File: src/rtl/serial_subtractor.sv
// Bit-serial unsigned subtractor: one full-subtractor cell, LSB first, WIDTH cycles per result.
// diff/borr are updated only when the last bit is processed and hold until the next accepted start.
//
// state | meaning
// IDLE  | waiting for start; the last result is held on diff/borr
// SHIFT | one bit per edge; busy=1
// DONE  | result valid; done=1 for one cycle, then back to IDLE
module serial_subtractor #(
  parameter int WIDTH = 8
) (
  input  logic             clk,
  input  logic             rst_n,
  input  logic             start,
  input  logic [WIDTH-1:0] a,
  input  logic [WIDTH-1:0] b,
  output logic             busy,
  output logic             done,
  output logic [WIDTH-1:0] diff,
  output logic             borr
);

  localparam int CW = $clog2(WIDTH);
  localparam logic [CW-1:0] LAST = CW'(WIDTH - 1);

  typedef enum logic [1:0] {IDLE, SHIFT, DONE} state_t;

  state_t           state;
  logic [WIDTH-1:0] a_sr;
  logic [WIDTH-1:0] b_sr;
  logic [WIDTH-1:0] res_sr;
  logic             bin;
  logic [CW-1:0]    cnt;

  logic             hs1_d;
  logic             hs1_b;
  logic             d;
  logic             bout;
  logic [WIDTH-1:0] res_nxt;

  // Full subtractor from two half subtractors: (x - y), then (that - bin).
  always_comb begin
    hs1_d   = a_sr[0] ^ b_sr[0];
    hs1_b   = ~a_sr[0] & b_sr[0];
    d       = hs1_d ^ bin;
    bout    = hs1_b | (~hs1_d & bin);
    res_nxt = {d, res_sr[WIDTH-1:1]};
  end

  always_ff @(posedge clk or negedge rst_n) begin
    if (!rst_n) begin
      state  <= IDLE;
      a_sr   <= '0;
      b_sr   <= '0;
      res_sr <= '0;
      bin    <= 1'b0;
      cnt    <= '0;
      busy   <= 1'b0;
      done   <= 1'b0;
      diff   <= '0;
      borr   <= 1'b0;
    end else begin
      case (state)
        IDLE: begin
          done <= 1'b0;
          if (start) begin
            a_sr  <= a;
            b_sr  <= b;
            bin   <= 1'b0;
            cnt   <= '0;
            busy  <= 1'b1;
            state <= SHIFT;
          end
        end
        SHIFT: begin
          res_sr <= res_nxt;
          a_sr   <= a_sr >> 1;
          b_sr   <= b_sr >> 1;
          bin    <= bout;
          cnt    <= cnt + 1'b1;
          if (cnt == LAST) begin
            diff  <= res_nxt;
            borr  <= bout;
            busy  <= 1'b0;
            done  <= 1'b1;
            state <= DONE;
          end
        end
        DONE: begin
          done  <= 1'b0;
          state <= IDLE;
        end
        default: begin
          busy  <= 1'b0;
          done  <= 1'b0;
          state <= IDLE;
        end
      endcase
    end
  end

endmodule
File: config.mk
export PLATFORM = sky130hd
export DESIGN_NAME = serial_subtractor
export DESIGN_NICKNAME = d
export VERILOG_FILES = /design/src/rtl/serial_subtractor.sv
export SDC_FILE = /design/constraint.sdc
export NUM_CORES = 1
export LEC_CHECK = 0
export BUFFER_PORTS_ARGS = -buffer_cell sky130_fd_sc_hd__buf_4
export CAP_MARGIN = 20
export CORE_MARGIN = 2
export CORE_UTILIZATION = 35
export CTS_BUF_LIST = sky130_fd_sc_hd__clkbuf_8
export DETAILED_ROUTE_END_ITERATION = 7
export PLACE_DENSITY_LB_ADDON = 0.3
export SYNTH_ARGS = -nofsm -noshare
export SYNTH_HDL_FRONTEND = slang
export SYNTH_SLANG_ARGS = --single-unit
File: constraint.sdc
create_clock -name clk -period 2 [get_ports clk]
set_input_delay 0.3 -clock clk [delete_from_list [all_inputs] [get_ports clk]]
set_output_delay 0.3 -clock clk [all_outputs]
set_load 0.02 [all_outputs]
==> run summary, run 1 <==
Net Count, Synth: 166
Vias/cell: 5.05
Sequential group share of total power: 43.3%
TritonCTS clock tree: yes
Total Wirelength: 3.40 mm
Reg2reg end: diff[4]
Worst Hold End: b_sr[7]
Fin cells: 241
Initial antenna violation count: 0
Net Sw Frac: 34.5%
Status: finished, final reports clean
H-tree levels: 2
Pwr Density: 1610 nW/um2
Clock Sinks: 40
Number of max-cap violations: 0
First-pass GRT wire length: 5.78 mm
Via count: 1216
Most frequent cell after synthesis: dfrtp_1
Slew headroom: 63.4%
Max Clock Freq: 0.571 GHz
Post-route ant nets: 0
HP Start: b[7]
Vias in the first global route: 1264
Maximum VDD drop: 0.710 mV
Number of synthesized flops with an enable pin: 0
Die area: 5510 um2
Clock transition at path regs: 0.08 ns
Worst r2r src: cnt[0]
Finish-stage setup viols: 0
Worst Setup Start Kind: register
Clock share of power: 18.8%
Clk Latency, worst-skew pair: 0.29 ns
Final period util: 87.5%
Clk buf depth: 2
Layout area overhead: 20.7%
# fillers: 446
Yosys top cell by area: dfrtp_1
Final Hold Fails: 0
Design Area, Final: 2080 um2
Hold Path Class: primary input to register
Critical Path RT: 2.18 ns
Class of the most critical setup path: register to register
Most common library cells after synthesis: 40 x dfrtp_1, 28 x o22ai_1, 15 x a21oi_1, 11 x mux2_2, 9 x o21ai_0
Synth warn: 0
Logic pwr share: 37.8%
Async SR Flop Fraction: 100%
Core area: 4720 um2
Net switching power: 1.16 mW
Drt wl/cell: 14.1 um
Fin nets: 195
Setup crit end kind: register
Leak Pwr: 0.941 nW
Die W: 74.2 um
Minimum hold slack: 0.261 ns
Grt ovf: 0
Cells after Synth: 144
# diodes: 0
Avg Cell Area, Syn: 12.0 um2
Top FF cell, synth: dfrtp_1
Placed instance count: 232
Initial Util: 36.5%
Final setup margin: 0.250 ns
Setup_tns: 0 ns
Pre-CTS worst setup slack: 0.234 ns
1st-iter DRT viols: 66
IO Pins: 30
DRC: 0
Synth area leaders: dfrtp_1 58%, o22ai_1 10%, mux2_2 7.2%, a21oi_1 4.4%, mux2_4 3.5%
Final min period: 1.75 ns
RSZ-0062 raised after global routing: false
Placed Area: 1960 um2
RD Place Congestion: 0.808
Input/output buffers: 29
Clk root buf: clkbuf_8
Post-Syn Area: 1730 um2
Worst slew pin tran: 0.549 ns
Cell internal pwr: 2.20 mW
Largest net degree at the start of global routing: 41
Final slew viol count: 0
DP HPWL: 2.31 mm
Worst Path Max Fanout: 11
Synth cell types: 22
Clk_skew: 0.00869 ns
First-pass DRT Iterations: 4
Reg2reg path depth: 4
Post-CTS Resized: 0
Sequential cell area fraction in the yosys report: 58.0%
Critical path arrival: 1.93 ns
Synthesized flop and latch total: 40
TritonCTS Buffers: 5
Hold path cells: 3
Layout cells sized above 1: 31.0%
Tot GR Track Use: 14.1%
# rows: 25
Share of the synthesized area in the top cell type: 58.0%
Reg-to-reg slack, setup: 0.25 ns
Chip height: 74.2 um
layout make-up:
cell class | count | area [um2] | area share [%]
clock buffer | 5 | 68.8 | 3.31
clock inverter | 3 | 38.8 | 1.86
inverter | 5 | 18.8 | 0.901
multi-input combinational | 89 | 628 | 30.2
sequential | 40 | 1000 | 48.1
tap | 67 | 83.8 | 4.03
timing repair buffer | 32 | 243 | 11.7
power groups by stage:
| stage | Sequential [mW] | Clock [mW] | Combinational (mW) |
|---|---|---|---|
| finish | 1.46 | 0.633 | 1.27 |
| floorplan | 1.52 | 0 | 0.868 |
| global placement | 1.45 | 0 | 1.23 |
| global route | 1.52 | 0.694 | 1.41 |
| detailed placement | 1.47 | 0 | 1.29 |
| CTS | 1.46 | 0.655 | 1.29 |
critical path, stage by stage, from the launching register on:
cell and delay [ns]:
dfrtp_1 0.40, ha_1 0.20, ha_1 0.22, nand3b_1 0.42, mux2_2 0.40
state kept, by name (all words and copies together), names as in the netlist:
name,count
a_sr,8
b_sr,8
bin,1
borr,1
busy,1
cnt,3
diff,8
done,1
res_sr,7
state,2
how the worst max path moves through the flow:
| stage | start | to | slack, ns | cells past startpoint |
|---|---|---|---|---|
| global placement | cnt[0] | diff[6] | 0.30 | 4 |
| finish | cnt[0] | diff[4] | 0.25 | 4 |
| CTS | cnt[0] | diff[4] | 0.23 | 4 |
| detailed placement | cnt[0] | diff[4] | 0.23 | 4 |
| floorplan | cnt[0] | diff[2] | 0.53 | 5 |
| global route | cnt[0] | diff[4] | 0.13 | 4 |
metrics by stage:
stage / total power, mW / utilization, %
after floorplan: 2.39 / -
after global placement: 2.68 / 41.6
after detailed placement: 2.76 / 41.6
after CTS: 3.41 / 44.1
after global routing: 3.62 / 44.1
final: 3.36 / 44.1
logic make-up after synthesis:
family	count (synthesis)	share of synthesized area [%]
AOI/OAI and AO/OA	55	18.6
DFF	40	58.0
and+or+nand+nor	16	4.50
buffers and inverters	15	5.58
muxes	15	10.7
adders and majority gates	3	2.61
repair_timing:
item,CTS,global route
buffers inserted,0,0
setup endpoints to repair,0,0
hold buffers,1,0
hold endpoints to repair,32,0
metal layers:
layer	share of wire, %	up-vias	GRT usage, %
met4	0.65	0	4.17
met5	0	-	0
li1	-	590	-
met3	6.5	2	5.83
met2	46	35	22.5
met1	47	589	17.6
cells in the final DEF (no fill, tap or decap), drive strengths merged, types with 2 or more instances in the layout:
master and n:
ha 2, nand2 5, mux2 15, inv 5
o21ai 9, dfrtp 40, clkinv 2, o22ai 28
buf 31, a22o 2, clkbuf 5, nor2 6
nand2b 2, a21oi 15
(Power assumes the default switching activity.)
==> inputs of run 2 (changes only) <==
--- a/config.mk
+++ b/config.mk
@@ -8,7 +8,7 @@
 export BUFFER_PORTS_ARGS = -buffer_cell sky130_fd_sc_hd__buf_4
 export CAP_MARGIN = 20
 export CORE_MARGIN = 2
-export CORE_UTILIZATION = 35
+export CORE_UTILIZATION = 30
 export CTS_BUF_LIST = sky130_fd_sc_hd__clkbuf_8
 export DETAILED_ROUTE_END_ITERATION = 7
 export PLACE_DENSITY_LB_ADDON = 0.3
==> constraint.sdc (replaced) <==
create_clock -name clk -period 1.75 [get_ports clk]
set_input_delay 0.2625 -clock clk [delete_from_list [all_inputs] [get_ports clk]]
set_output_delay 0.2625 -clock clk [all_outputs]
set_load 0.02 [all_outputs]
==> run summary, run 2 (same netlist as run 1, synthesis figures left out) <==
Number of max-cap violations: 0 (unchanged)
Cell internal pwr: 2.59 mW (was 2.20 mW)
H-tree levels: 2 (unchanged)
Placed instance count: 243 (was 232)
First-pass GRT wire length: 5.97 mm (was 5.78 mm)
Clock Sinks: 40 (unchanged)
Clk_skew: 0.00881 ns (was 0.00869 ns)
Input/output buffers: 29 (unchanged)
# fillers: 567 (was 446)
Clk buf depth: 2 (unchanged)
RSZ-0062 raised after global routing: false (unchanged)
Final min period: 1.55 ns (was 1.75 ns)
First-pass DRT Iterations: 4 (unchanged)
Drt wl/cell: 14.3 um (was 14.1 um)
Worst Path Max Fanout: 11 (unchanged)
Leak Pwr: 0.977 nW (was 0.941 nW)
Initial antenna violation count: 0 (unchanged)
Clk Latency, worst-skew pair: 0.29 ns (about the same)
Via count: 1231 (was 1216)
Slew headroom: 66.2% (was 63.4%)
Post-CTS Resized: 0 (unchanged)
Layout cells sized above 1: 33.9% (was 31.0%)
Class of the most critical setup path: register to register (unchanged)
Net Sw Frac: 34.8% (was 34.5%)
Worst Setup Start Kind: register (unchanged)
# rows: 27 (was 25)
Setup_tns: 0 ns (unchanged)
Net switching power: 1.38 mW (was 1.16 mW)
Vias in the first global route: 1226 (was 1264)
Logic pwr share: 38.9% (was 37.8%)
Final slew viol count: 0 (unchanged)
TritonCTS clock tree: yes (unchanged)
Delay-heaviest family, CP: adder cells (unchanged)
Critical Path RT: 1.94 ns (was 2.18 ns)
Tot GR Track Use: 12.3% (was 14.1%)
Final setup margin: 0.203 ns (was 0.250 ns)
Clock transition at path regs: 0.09 ns (was 0.08 ns)
Grt ovf: 0 (unchanged)
Biggest regs: a_sr: 8 flops, b_sr: 8 flops, diff: 8 flops (unchanged)
Commonest non-fill, non-tap cell in the layout: dfrtp_1 (unchanged)
Hold Path Class: primary input to register (unchanged)
Finish-stage setup viols: 0 (unchanged)
Design Area, Final: 2170 um2 (was 2080 um2)
Worst slew pin tran: 0.507 ns (was 0.549 ns)
Reg area: 1000 um2 (unchanged)
# diodes: 0 (unchanged)
RD Place Congestion: 0.705 (was 0.808)
Layout Utilization: 39.1% (was 44.1%)
Minimum hold slack: 0.231 ns (was 0.261 ns)
Pre-CTS worst setup slack: 0.210 ns (was 0.234 ns)
Slowest cell on the critical path: dfrtp_1 (was nand3b_1)
CP max stage delay: 0.40 ns (was 0.42 ns)
Clk root buf: clkbuf_8 (unchanged)
Layout area overhead: 25.5% (was 20.7%)
Final period util: 88.4% (was 87.5%)
DP HPWL: 2.40 mm (was 2.31 mm)
Total Wirelength: 3.62 mm (was 3.40 mm)
Vias/cell: 4.88 (was 5.05)
Initial Util: 31.1% (was 36.5%)
Crit-path cells: ha_1 -> ha_1 -> nand3b_1 -> buf_12 -> mux2_2 (was ha_1 -> ha_1 -> nand3b_1 -> mux2_2)
Fin cells: 252 (was 241)
Die W: 79.8 um (was 74.2 um)
CP most frequent cell: ha_1 (unchanged)
Critical path arrival: 1.73 ns (was 1.93 ns)
Placed Area: 2040 um2 (was 1960 um2)
Status: finished, final reports clean (unchanged)
Post-route ant nets: 0 (unchanged)
Area of the multi-input gates: 628 um2 (unchanged)
TritonCTS Buffers: 5 (unchanged)
IO Pins: 30 (unchanged)
1st-iter DRT viols: 71 (was 66)
Final Hold Fails: 0 (unchanged)
Core area: 5540 um2 (was 4720 um2)
Fin nets: 201 (was 195)
Maximum VDD drop: 0.714 mV (was 0.710 mV)
Setup crit end kind: register (unchanged)
Clock share of power: 19.6% (was 18.8%)
Max Clock Freq: 0.646 GHz (was 0.571 GHz)
Most frequent cells in the layout: 40 x dfrtp_1, 35 x buf_4, 28 x o22ai_1 (was 40 x dfrtp_1, 31 x buf_4, 28 x o22ai_1)
Total power: 3.97 mW (was 3.36 mW)
Chip height: 79.8 um (was 74.2 um)
DRC: 0 (unchanged)
Largest net degree at the start of global routing: 41 (unchanged)
Sequential group share of total power: 41.5% (was 43.3%)
Worst Path Buf+Inv: 1 (was 0)
Pwr Density: 1830 nW/um2 (was 1610 nW/um2)
Die area: 6370 um2 (was 5510 um2)
-- run 2: cell count changes in the layout (fill, tap and decap cells not counted), sizes merged --
| cell | change |
|---|---|
| clkinvlp | +1 |
| buf | +6 |
| clkinv | -1 |
-- run 2: power by group through the flow --
stage | registers, mW | logic [mW] | clock network (mW)
2_1_floorplan | 1.74 | 0.992 | 0
3_3_place_gp | 1.66 | 1.53 | 0
3_5_place_dp | 1.67 | 1.56 | 0
4_1_cts | 1.65 | 1.57 | 0.805
5_1_grt | 1.70 | 1.72 | 0.840
6_report | 1.65 | 1.55 | 0.779
-- run 2: worst paths after layout --
check | start | end | slack, ns | cells past startpoint
worst max-delay path | cnt[0] | diff[5] | 0.20 | 5
worst min-delay path | b[7] | b_sr[7] | 0.23 | 3
worst max register to register | cnt[0] | diff[5] | 0.20 | 5
worst min register to register | borr | borr | 0.49 | 2
max in group asynchronous | rst_n | a_sr[3] | 0.91 | 2
min in group asynchronous | rst_n | cnt[2] | 0.49 | 2
-- run 2: timing repair --
| item | CTS | global route |
|---|---|---|
| hold endpoints to repair | 40 | 0 |
| endpoints found under the setup margin | 0 | 0 |
| hold buffers | 1 | 0 |
| setup buffers | 0 | 0 |
-- run 2: worst register-to-register path, delay by kind of cell, from the launching register on --
family        cells  cell delay, ns
flops             1            0.40
buf+inv           1            0.15
fa+ha+maj         2            0.42
simple gates      1            0.15
mux               1            0.33
-- run 2: layer usage --
| metal | vias to the layer above | GRT usage, % | routed length [um] | share of wire (%) |
|---|---|---|---|---|
| li1 | 603 | - | - | - |
| met1 | 595 | 16.3 | 1780 | 49 |
| met2 | 28 | 19.3 | 1660 | 46 |
| met3 | 5 | 2.71 | 123 | 3.4 |
| met4 | 0 | 5.08 | 56 | 1.5 |
| met5 | - | 0 | 0 | 0 |
-- run 2: final cells by class --
| cell class | instances | area share [%] |
|---|---|---|
| clock inverter | 3 | 2.14 |
| sequential | 40 | 46.2 |
| clock buffer | 5 | 3.18 |
| timing repair buffer | 38 | 14.4 |
| inverter | 5 | 0.867 |
| multi-input combinational | 89 | 29.0 |
| tap | 72 | 4.16 |
==> inputs of run 3 (changes only) <==
--- a/config.mk
+++ b/config.mk
@@ -5,6 +5,7 @@
 export SDC_FILE = /design/constraint.sdc
 export NUM_CORES = 1
 export LEC_CHECK = 0
+export ABC_AREA = 1
 export BUFFER_PORTS_ARGS = -buffer_cell sky130_fd_sc_hd__buf_4
 export CAP_MARGIN = 20
 export CORE_MARGIN = 2
==> run summary, run 3 <==
First-pass DRT Iterations: 4 (unchanged)
RSZ-0062 raised after global routing: false (unchanged)
Class of the most critical setup path: register to register (unchanged)
Main combinational cell family by area after synthesis: simple AND/OR/NAND/NOR gates (was compound AO/OA/AOI/OAI gates)
Vias in the first global route: 1400 (was 1226)
Net Count, Synth: 247 (was 166)
Tot GR Track Use: 11.1% (was 12.3%)
Total power: 3.97 mW (about the same)
DP HPWL: 2.48 mm (was 2.40 mm)
Leak Pwr: 1.24 nW (was 0.977 nW)
Post-Syn Area: 1950 um2 (was 1730 um2)
First-pass GRT wire length: 6.36 mm (was 5.97 mm)
Cells after Synth: 225 (was 144)
Setup crit end kind: register (unchanged)
Design Area, Final: 2270 um2 (was 2170 um2)
Placed Area: 2170 um2 (was 2040 um2)
Vias/cell: 4.34 (was 4.88)
Drt wl/cell: 11.1 um (was 14.3 um)
Final Hold Fails: 0 (unchanged)
Minimum hold slack: 0.187 ns (was 0.231 ns)
Async SR Flop Fraction: 100% (unchanged)
Clk buf depth: 2 (unchanged)
Finish-stage setup viols: 0 (unchanged)
Most common library cells after synthesis: 52 x nand2_1, 45 x nand3_1, 40 x dfrtp_1, 38 x inv_1 (was 40 x dfrtp_1, 28 x o22ai_1, 15 x a21oi_1, 11 x mux2_2, 9 x o21ai_0)
TritonCTS clock tree: yes (unchanged)
Fin nets: 275 (was 201)
Grt ovf: 0 (unchanged)
Core area: 6310 um2 (was 5540 um2)
Die W: 84.5 um (was 79.8 um)
Biggest regs: a_sr: 8 flops, b_sr: 8 flops, diff: 8 flops (unchanged)
Synth Area in Simple Gates: 26.2% (was 4.50%)
Worst Path Max Fanout: 18 (was 11)
Critical path arrival: 1.56 ns (was 1.73 ns)
Synth Area in Compound Gates: 6.75% (was 18.6%)
Post-route ant nets: 0 (unchanged)
Chip height: 84.5 um (was 79.8 um)
Critical Path RT: 1.94 ns (about the same)
Final period util: 78.5% (was 88.4%)
Slew headroom: 65.9% (was 66.2%)
Clock Sinks: 40 (unchanged)
Clk root buf: clkbuf_8 (unchanged)
Input/output buffers: 29 (unchanged)
Final slew viol count: 0 (unchanged)
Worst slew pin tran: 0.511 ns (was 0.507 ns)
Initial Util: 30.8% (was 31.1%)
Synth cell types: 19 (was 22)
H-tree levels: 2 (unchanged)
Clk Latency, worst-skew pair: 0.29 ns (about the same)
# diodes: 0 (unchanged)
Xor/xnor cell area share of the yosys netlist: 0% (unchanged)
# fillers: 681 (was 567)
Clk_skew: 0.00533 ns (was 0.00881 ns)
Final min period: 1.37 ns (was 1.55 ns)
Top FF cell, synth: dfrtp_1 (unchanged)
Via count: 1436 (was 1231)
Maximum VDD drop: 0.658 mV (was 0.714 mV)
Die area: 7150 um2 (was 6370 um2)
DRC: 0 (unchanged)
IO Pins: 30 (unchanged)
Layout cells sized above 1: 21.3% (was 33.9%)
Initial antenna violation count: 0 (unchanged)
TritonCTS Buffers: 5 (unchanged)
Setup_tns: 0 ns (unchanged)
Post-CTS Setup Bufs: 0 (unchanged)
Avg Cell Area, Syn: 8.65 um2 (was 12.0 um2)
Hold Path Class: primary input to register (unchanged)
Synth warn: 0 (unchanged)
Number of max-cap violations: 0 (unchanged)
RD Place Congestion: 0.729 (was 0.705)
Synth Area in Adders: 2.32% (was 2.61%)
# rows: 29 (was 27)
Synth area leaders: dfrtp_1 51%, nand3_1 12%, nand2_1 10%, inv_1 7.3%, buf_6 4.1% (was dfrtp_1 58%, o22ai_1 10%, mux2_2 7.2%, a21oi_1 4.4%, mux2_4 3.5%)
Max Clock Freq: 0.728 GHz (was 0.646 GHz)
Worst Setup Start Kind: register (unchanged)
Synthesized flop and latch total: 40 (unchanged)
Most frequent cell after synthesis: nand2_1 (was dfrtp_1)
Commonest non-fill, non-tap cell in the layout: nand2_1 (was dfrtp_1)
Pwr Density: 1750 nW/um2 (was 1830 nW/um2)
Number of synthesized flops with an enable pin: 0 (unchanged)
Status: finished, final reports clean (unchanged)
Total Wirelength: 3.67 mm (was 3.62 mm)
1st-iter DRT viols: 94 (was 71)
Sequential cell area fraction in the yosys report: 51.4% (was 58.0%)
Largest net degree at the start of global routing: 41 (unchanged)
Layout area overhead: 16.8% (was 25.5%)
Fin cells: 331 (was 252)
Yosys top cell by area: dfrtp_1 (unchanged)
Placed instance count: 322 (was 243)
Share of the synthesized area in the top cell type: 51.4% (was 58.0%)
Post-synthesis mux area share: 0% (was 10.7%)
Clock transition at path regs: 0.07 ns (was 0.09 ns)
Most frequent cells in the layout: 52 x nand2_1, 45 x nand3_1, 40 x inv_1, 40 x dfrtp_1, 32 x buf_4 (was 40 x dfrtp_1, 35 x buf_4, 28 x o22ai_1)
==> run 3: timing repair <==
| action | CTS | global route |
|---|---|---|
| hold buffers | 1 | 0 |
| resized for setup | 0 | 0 |
| hold endpoints to repair | 40 | 0 |
==> run 3: path summary, 6_finish.rpt <==
check	end	from	slack [ns]	cells past startpoint
min in group asynchronous	diff[5]	rst_n	0.48	2
max in group asynchronous	b_sr[5]	rst_n	0.91	2
worst min-delay path	b_sr[7]	b[7]	0.19	3
worst max-delay path	diff[0]	cnt[0]	0.38	6
worst min register to register	cnt[0]	cnt[0]	0.48	1
worst max register to register	diff[0]	cnt[0]	0.38	6
==> run 3: worst max-delay path, stage by stage, from the launching register on <==
cell	delay (ns)
dfrtp_1	0.40
ha_1	0.21
ha_1	0.25
nand2_4	0.23
inv_1	0.09
nand2_1	0.06
nand2_1	0.04
==> run 3: stage by stage <==
| stage | utilization [%] | worst slack (ns) |
|---|---|---|
| global placement | 34.4 | 0.408 |
| detailed placement | 34.4 | 0.369 |
| global route | 36.0 | 0.236 |
| floorplan | - | 0.495 |
| finish | 36.0 | 0.376 |
| CTS | 36.0 | 0.356 |
==> run 3: metal layers <==
layer	GRT usage, %	vias to the layer above	part of all wire (%)
met5	0	-	0
li1	-	753	-
met4	6.49	0	2.2
met1	14.4	653	47
met2	17.3	25	48
met3	1.97	5	3.0
==> run 3: layout make-up <==
| cell class | instances | area, um2 | share of cell area (%) |
|---|---|---|---|
| multi-input combinational | 133 | 686 | 30.2 |
| tap | 77 | 96.3 | 4.24 |
| sequential | 40 | 1000 | 44.0 |
| inverter | 40 | 150 | 6.60 |
| clock buffer | 6 | 82.6 | 3.63 |
| clock inverter | 2 | 7.51 | 0.330 |
| timing repair buffer | 33 | 250 | 11.0 |
==> run 3: cells by family (layout without fill, tap and decap cells) <==
family / after synthesis / in the layout
compound gates: 20 / 20
fa+ha+maj: 3 / 3
buf+inv: 52 / 81
flops: 40 / 40
simple gates: 110 / 110
==> run 3: report_power, final <==
group / internal, mW / leakage [nW] / switching, mW
clock network: 0.310 / 0.0538 / 0.310
logic: 0.691 / 0.688 / 1.07
registers: 1.36 / 0.494 / 0.235
